### src/rtl/xnor_pattern_detector.sv
// xnor_pattern_detector: serial pattern detector using per-bit XNOR comparison.
// A one-bit stream is shifted into a WIDTH-deep history and compared against a
// programmable pattern under a care mask. Each match pulses hit for one cycle
// and bumps a saturating hit counter. Overlapping and non-overlapping detection
// are both supported.
// Optional feature: define XNOR_PD_SCORE_EN to enable the masked-match score
// (popcount) output. When it is not defined, score is tied to zero.
module xnor_pattern_detector #(
  parameter int WIDTH   = 8,
  parameter int CNT_W   = 8,
  parameter int SCORE_W = $clog2(WIDTH + 1)
) (
  input  logic               clk,
  input  logic               rst_n,
  input  logic               in_valid,
  input  logic               in_bit,
  input  logic [WIDTH-1:0]   pattern,
  input  logic [WIDTH-1:0]   mask,
  input  logic               overlap,
  input  logic               clear,
  output logic               hit,
  output logic [CNT_W-1:0]   hit_count,
  output logic               fill_done,
  output logic [SCORE_W-1:0] score
);

  localparam int FILL_W = $clog2(WIDTH + 1);
  localparam logic [FILL_W-1:0] FULL    = FILL_W'(WIDTH);
  localparam logic [CNT_W-1:0]  CNT_MAX = '1;

  logic [WIDTH-1:0]  sr;
  logic [WIDTH-1:0]  next_sr;
  logic [FILL_W-1:0] fill;
  logic [FILL_W-1:0] fill_acc;
  logic [FILL_W-1:0] fill_next;
  logic              accept;
  logic              eligible;
  logic              match;
  logic              hit_now;

  // Decode this cycle's accept: shifted history, fill update and match result.
  always_comb begin
    accept    = in_valid & ~clear;
    next_sr   = {sr[WIDTH-2:0], in_bit};
    fill_acc  = (fill == FULL) ? FULL : fill + FILL_W'(1);
    eligible  = (fill_acc == FULL);
    match     = &(~mask | ~(next_sr ^ pattern));
    hit_now   = accept & eligible & match;
    // Non-overlapping mode restarts the fill so WIDTH fresh bits are needed.
    fill_next = (hit_now & ~overlap) ? '0 : fill_acc;
  end

  // History, fill, hit pulse and saturating counter; clear beats in_valid.
  always_ff @(posedge clk or negedge rst_n) begin
    if (!rst_n) begin
      sr        <= '0;
      fill      <= '0;
      hit       <= 1'b0;
      hit_count <= '0;
    end else if (clear) begin
      sr        <= '0;
      fill      <= '0;
      hit       <= 1'b0;
      hit_count <= '0;
    end else if (accept) begin
      sr   <= next_sr;
      fill <= fill_next;
      hit  <= hit_now;
      if (hit_now && (hit_count != CNT_MAX)) begin
        hit_count <= hit_count + CNT_W'(1);
      end
    end else begin
      hit <= 1'b0;
    end
  end

  assign fill_done = (fill == FULL);

`ifdef XNOR_PD_SCORE_EN
  logic [SCORE_W-1:0] score_next;
  logic [SCORE_W-1:0] score_q;

  // Popcount of masked bit positions that agree with the pattern.
  always_comb begin
    score_next = '0;
    for (int unsigned i = 0; i < WIDTH; i++) begin
      score_next = score_next + SCORE_W'(mask[i] & ~(next_sr[i] ^ pattern[i]));
    end
  end

  // Score updates on every accept, regardless of eligibility, and holds otherwise.
  always_ff @(posedge clk or negedge rst_n) begin
    if (!rst_n) begin
      score_q <= '0;
    end else if (clear) begin
      score_q <= '0;
    end else if (accept) begin
      score_q <= score_next;
    end
  end

  assign score = score_q;
`else
  assign score = '0;
`endif

endmodule

### config.mk
export PLATFORM = sky130hd
export DESIGN_NAME = xnor_pattern_detector
export DESIGN_NICKNAME = d
export VERILOG_FILES = /design/src/rtl/xnor_pattern_detector.sv
export SDC_FILE = /design/constraint.sdc
export NUM_CORES = 1
export LEC_CHECK = 0
export CORE_ASPECT_RATIO = 0.5
export CORE_MARGIN = 2
export CORE_UTILIZATION = 46
export DETAILED_ROUTE_END_ITERATION = 8
export HOLD_SLACK_MARGIN = 0.12
export PLACE_DENSITY = 0.78
export SYNTH_ARGS = -nofsm -noshare
export SYNTH_HDL_FRONTEND = slang
export SYNTH_SLANG_ARGS = --single-unit
export TNS_END_PERCENT = 50
### constraint.sdc
create_clock -name clk -period 3.47 [get_ports clk]
set_clock_uncertainty 0.2 [all_clocks]
set_input_delay 0.694 -clock clk [delete_from_list [all_inputs] [get_ports clk]]
set_output_delay 0.694 -clock clk [all_outputs]
set_load 0.03 [all_outputs]
-- After elaboration in Yosys (flattened, before gate mapping)
Cells that the tools add are included.
- output and inout bits: 14
- word-level logic and storage cells: 35
- register bits after elaboration: 20
- bitwise logic cells: 10
- eq/ne operators: 3
- reductions and logical operators: 5
- multiplexer cells: 11
- add/subtract/negate cells: 2
- operators by type and width (kind ; count):
    two-way mux 8 bit ; 3
    two-way mux 4 bit ; 4
    inverter 8 bit ; 2
    two-way mux 7 bit ; 2
    adder 8 x 1 -> 8 bit (second input constant) ; 1
    == test 4 bit (second input constant) ; 2
    != test 8 bit (second input constant) ; 1
    OR 8 bit ; 1
    AND reduction 8 bit ; 1
    XOR 8 bit ; 1
    adder 4 x 1 -> 4 bit (second input constant) ; 1
    AND 1 bit ; 4
    nonzero test 2 bit ; 2
    two-way mux 1 bit ; 2
    inverter 1 bit ; 2
    AND reduction 2 bit ; 1
    logical AND 1 bit ; 1

-- Longest topological paths before layout
- word-level depth: 9
- mapped depth: 8
- mapped depth without buffers: 8

-- Worst setup path before layout
Ideal clock, no wire load.
- kind: input -> register
- start point: input port pattern[6]
- end point: register hit_count[5]
- slack: 953 ps
- arrival time: 2189 ps
- setup time: 128 ps
- path buffers: 0
- stages on the path: 6
- cell sequence: xor2_1 > a22oi_1 > o211ai_1 > or4_4 > nor3_2 > mux2_1
- word-level cells in the longest chain between the ends: 8
- RTL lines (item ; line ; text):
    start: declaration ; 17 ; input logic [WIDTH-1:0] pattern,
    XOR 8 bit ; 47 ; match = &(~mask | ~(next_sr ^ pattern));
    inverter 8 bit ; 47 ;
    OR 8 bit ; 47 ;
    AND reduction 8 bit ; 47 ;
    AND 1 bit ; 48 ; hit_now = accept & eligible & match;
    logical AND 1 bit ; 69 ; if (hit_now && (hit_count != CNT_MAX)) begin
    nonzero test 2 bit (no line) ; - ;
    AND reduction 2 bit (no line) ; - ;
    end signal: assignment ; 70 ; hit_count <= hit_count + CNT_W'(1);
    end: declaration ; 22 ; output logic [CNT_W-1:0] hit_count,
Every way passes these cells.
A chain may end at the register's enable or synchronous reset.

-- Worst setup path in the final report
Same ends and word-level chain as after synthesis.

==> summary.md <==
| Metric | Value |
|---|---|
| Status | `finished clean` |
| Gpl congestion | `0.7741` |
| Leak | `0.7697 nW` |
| H-tree levels | `1` |
| Peak VDD IR | `162.2 uV` |
| Total negative slack | `0 ns` |
| Net Switching | `0.0001135 W` |
| Port Buffers | `31` |
| GR peak layer | `met2` |
| Vias in the first global route | `916` |
| Routed Antenna Nets | `0` |
| Clock Power Share | `0.324` |
| Clock latency on the worst-skew pair | `0.26 ns` |
| Drt via density | `5.126` |
| Pwr Density | `289.0 nW/um^2` |
| Post-synthesis average cell area | `9.433 um^2` |
| First-pass GRT wire length | `4146 um` |
| Routed length per instance | `12.97 um` |
| Total Routing Usage GR | `0.1796` |
| Fin crit share | `0.8400` |
| Synthesis-to-layout area growth | `32.95%` |
| CTS resizes | `0` |
| Pin count of the biggest net entering global routing | `21` |
| Root buffer cell | `clkbuf_8` |
| Flop pwr share | `0.518` |
| CTS max path bufs | `2` |
| Worst hold path class | `register to register` |
| DRC Markers | `0` |
| Internal | `0.0003504 W` |
| Sw frac | `0.2446` |
| # Post-CTS Setup Buffers | `0` |
| Main area contributors after synthesis | `dfrtp_1, mux2i_1, xor2_1` |
| Total CTS buffers | `3` |
| Area leader, netlist | `dfrtp_1` |
| Logic pwr share | `0.158` |
| Nets | `189` |
| RSZ-0062 raised after global routing | `no` |
| Hold_ws | `0.3695 ns` |
| CP peak stage delay | `0.58 ns` |
| CTS tree | `done` |
| Commonest cells in the netlist | `dfrtp_1, nor2_1, mux2i_1, xor2_1` |
| Synthesized flop and latch total | `20` |
| Buf/Inv on CP | `1` |
| Grt total ovfl | `0` |
| Mapped Area | `1207 um^2` |
| Synth cell types | `32` |
| IO Pins | `36` |
| Post-synth top area share | `0.4145` |
| Place WS | `0.3475 ns` |
| Dpl hpwl | `1937 um` |
| Crit path required time | `3.41 ns` |
| Core Area | `2537 um^2` |
| Mapped Cells | `128` |
| Initial DRT Pass Iterations | `4` |
| # hold bufs at CTS | `0` |
| DR vias | `1020` |
| Die Ht | `40.23 um` |
| Worst Setup End Kind | `register` |
| Share of cells above drive strength 1 | `0.09259` |
| Data arrival, critical path | `2.86 ns` |
| Detailed Route WL | `2581 um` |
| Initial Utilization | `0.4758` |
| Clock slew at reported path FFs | `0.07 ns` |
| FP Rows | `13` |
| Async set-reset flop share out of synthesis | `1.000` |
| Worst Path Max Fanout | `3` |
| Maxcap violations | `0` |
| Slew @ Worst Pin | `0.9176 ns` |
| Slew HR | `0.3863` |
| Synth warnings | `0` |
| Most numerous cell in the Yosys netlist | `dfrtp_1` |
| Post-synth EDFFs | `0` |
| Final WS setup | `0.5550 ns` |
| Die area | `3075 um^2` |
| Startpoint types | `primary input` |
| Endpoints failing setup | `0` |
| Met2 Use GR | `0.3274` |
| Slowest cell on the critical path | `or4_4` |
| Final Total Pwr | `0.0004639 W` |
| CP delay by family, top | `simple AND/OR/NAND/NOR gates` |
| N_diodes | `0` |
| M1 GR Usage | `0.2157` |
| Fin crit period | `2.915 ns` |
| Initial drt markers | `58` |
| FF-to-FF setup slack | `0.90 ns` |
| Seq/Total Area, Yosys | `0.4145` |
| Final Max Tran Viols | `0` |
| Worst-path cell chain | `clkdlybuf4s50_1, xor2_1, a22oi_1, o211ai_1, or4_4, nor3_2, mux2_1` |
| Clock sink total | `20` |
| Fmax | `343.1 MHz` |
| Ys flop type | `dfrtp_1` |
| Initial antenna violation count | `0` |
| Final Hold Vio Count | `0` |
| Met3 usage | `0.04505` |
| Die width | `76.46 um` |
| Critical setup path kind | `primary input to register` |
-- layout make-up --
class	instances	area, um^2
fill	224	932.1
inverter	6	22.52
timing repair buffer	35	340.3
multi-input combinational	98	654.4
sequential	20	500.5
clock buffer	3	41.29
tap	37	46.29
-- registers in the layout (all words and copies together) (netlist names) --
register / count
hit_count: 8
sr: 7
fill: 4
hit: 1
-- metrics by stage --
step,utilization,instances,instance area (um^2)
after floorplan,-,131,1219
after global placement,0.6164,196,1564
after detailed placement,0.6164,196,1564
after CTS,0.6326,199,1605
after global routing,0.6326,199,1605
final,0.6326,199,1605
-- power by group through the flow --
stage	registers, W	logic, W	clock network, W
3_5_place_dp	0.000245	0.0000726	0
2_1_floorplan	0.000244	0.0000381	0
6_report	0.000240	0.0000734	0.000150
5_1_grt	0.000241	0.0000809	0.000164
3_3_place_gp	0.000244	0.0000713	0
4_1_cts	0.000240	0.0000739	0.000154
-- tightest hold or removal path, delay by kind of cell (launching register included) --
kind             cells  cell delay (ns)
DFF                  1             0.38
and+or+nand+nor      1             0.08
muxes                1             0.08
-- cells in the final DEF, fill, tap and decap left out, types with 3 or more instances in the layout --
cell type / synthesis / layout
xor2_1: 9 / 9
a22oi_1: 3 / 3
clkbuf_8: 0 / 3
clkdlybuf4s50_1: 0 / 31
and3_1: 4 / 4
ha_1: 3 / 3
mux2i_1: 9 / 9
mux2_2: 3 / 3
inv_1: 6 / 6
a21oi_1: 6 / 6
nand3_1: 8 / 8
nor2b_1: 5 / 5
conb_1: 1 / 4
nand2_1: 8 / 8
dfrtp_1: 20 / 20
buf_4: 4 / 4
nor2_1: 18 / 18
-- cell families (layout without fill, tap and decap cells) --
group / Yosys count / after routing / synth area share
AOI/OAI and AO/OA: 14 / 14 / 0.07669
xor gates and xnor gates: 9 / 9 / 0.06529
adders and majority gates: 3 / 3 / 0.03109
buffers and inverters: 13 / 44 / 0.05285
DFF: 20 / 20 / 0.4145
muxes: 14 / 14 / 0.1212
other: 1 / 4 / 0.003106
and+or+nand+nor: 54 / 54 / 0.2352
-- per-layer routing --
layer	up-vias	routed length (um)
li1	498	-
met1	495	1175
met2	20	1283
met3	7	83
met4	0	39
met5	-	0
-- final timing paths --
| path | from | cells past startpoint | to |
|---|---|---|---|
| min reg2reg | sr[6]$_DFFE_PN0P_ | 2 | sr[6]$_DFFE_PN0P_ |
| max | pattern[6] | 7 | hit_count[5]$_DFFE_PN0P_ |
| min | sr[6]$_DFFE_PN0P_ | 2 | sr[6]$_DFFE_PN0P_ |
| max reg2reg | fill[0]$_DFFE_PN0P_ | 7 | hit_count[5]$_DFFE_PN0P_ |
| max in group asynchronous | rst_n | 1 | hit_count[5]$_DFFE_PN0P_ |
| min in group asynchronous | rst_n | 1 | fill[1]$_DFFE_PN0P_ |
Power figures use the tool's default switching activity.
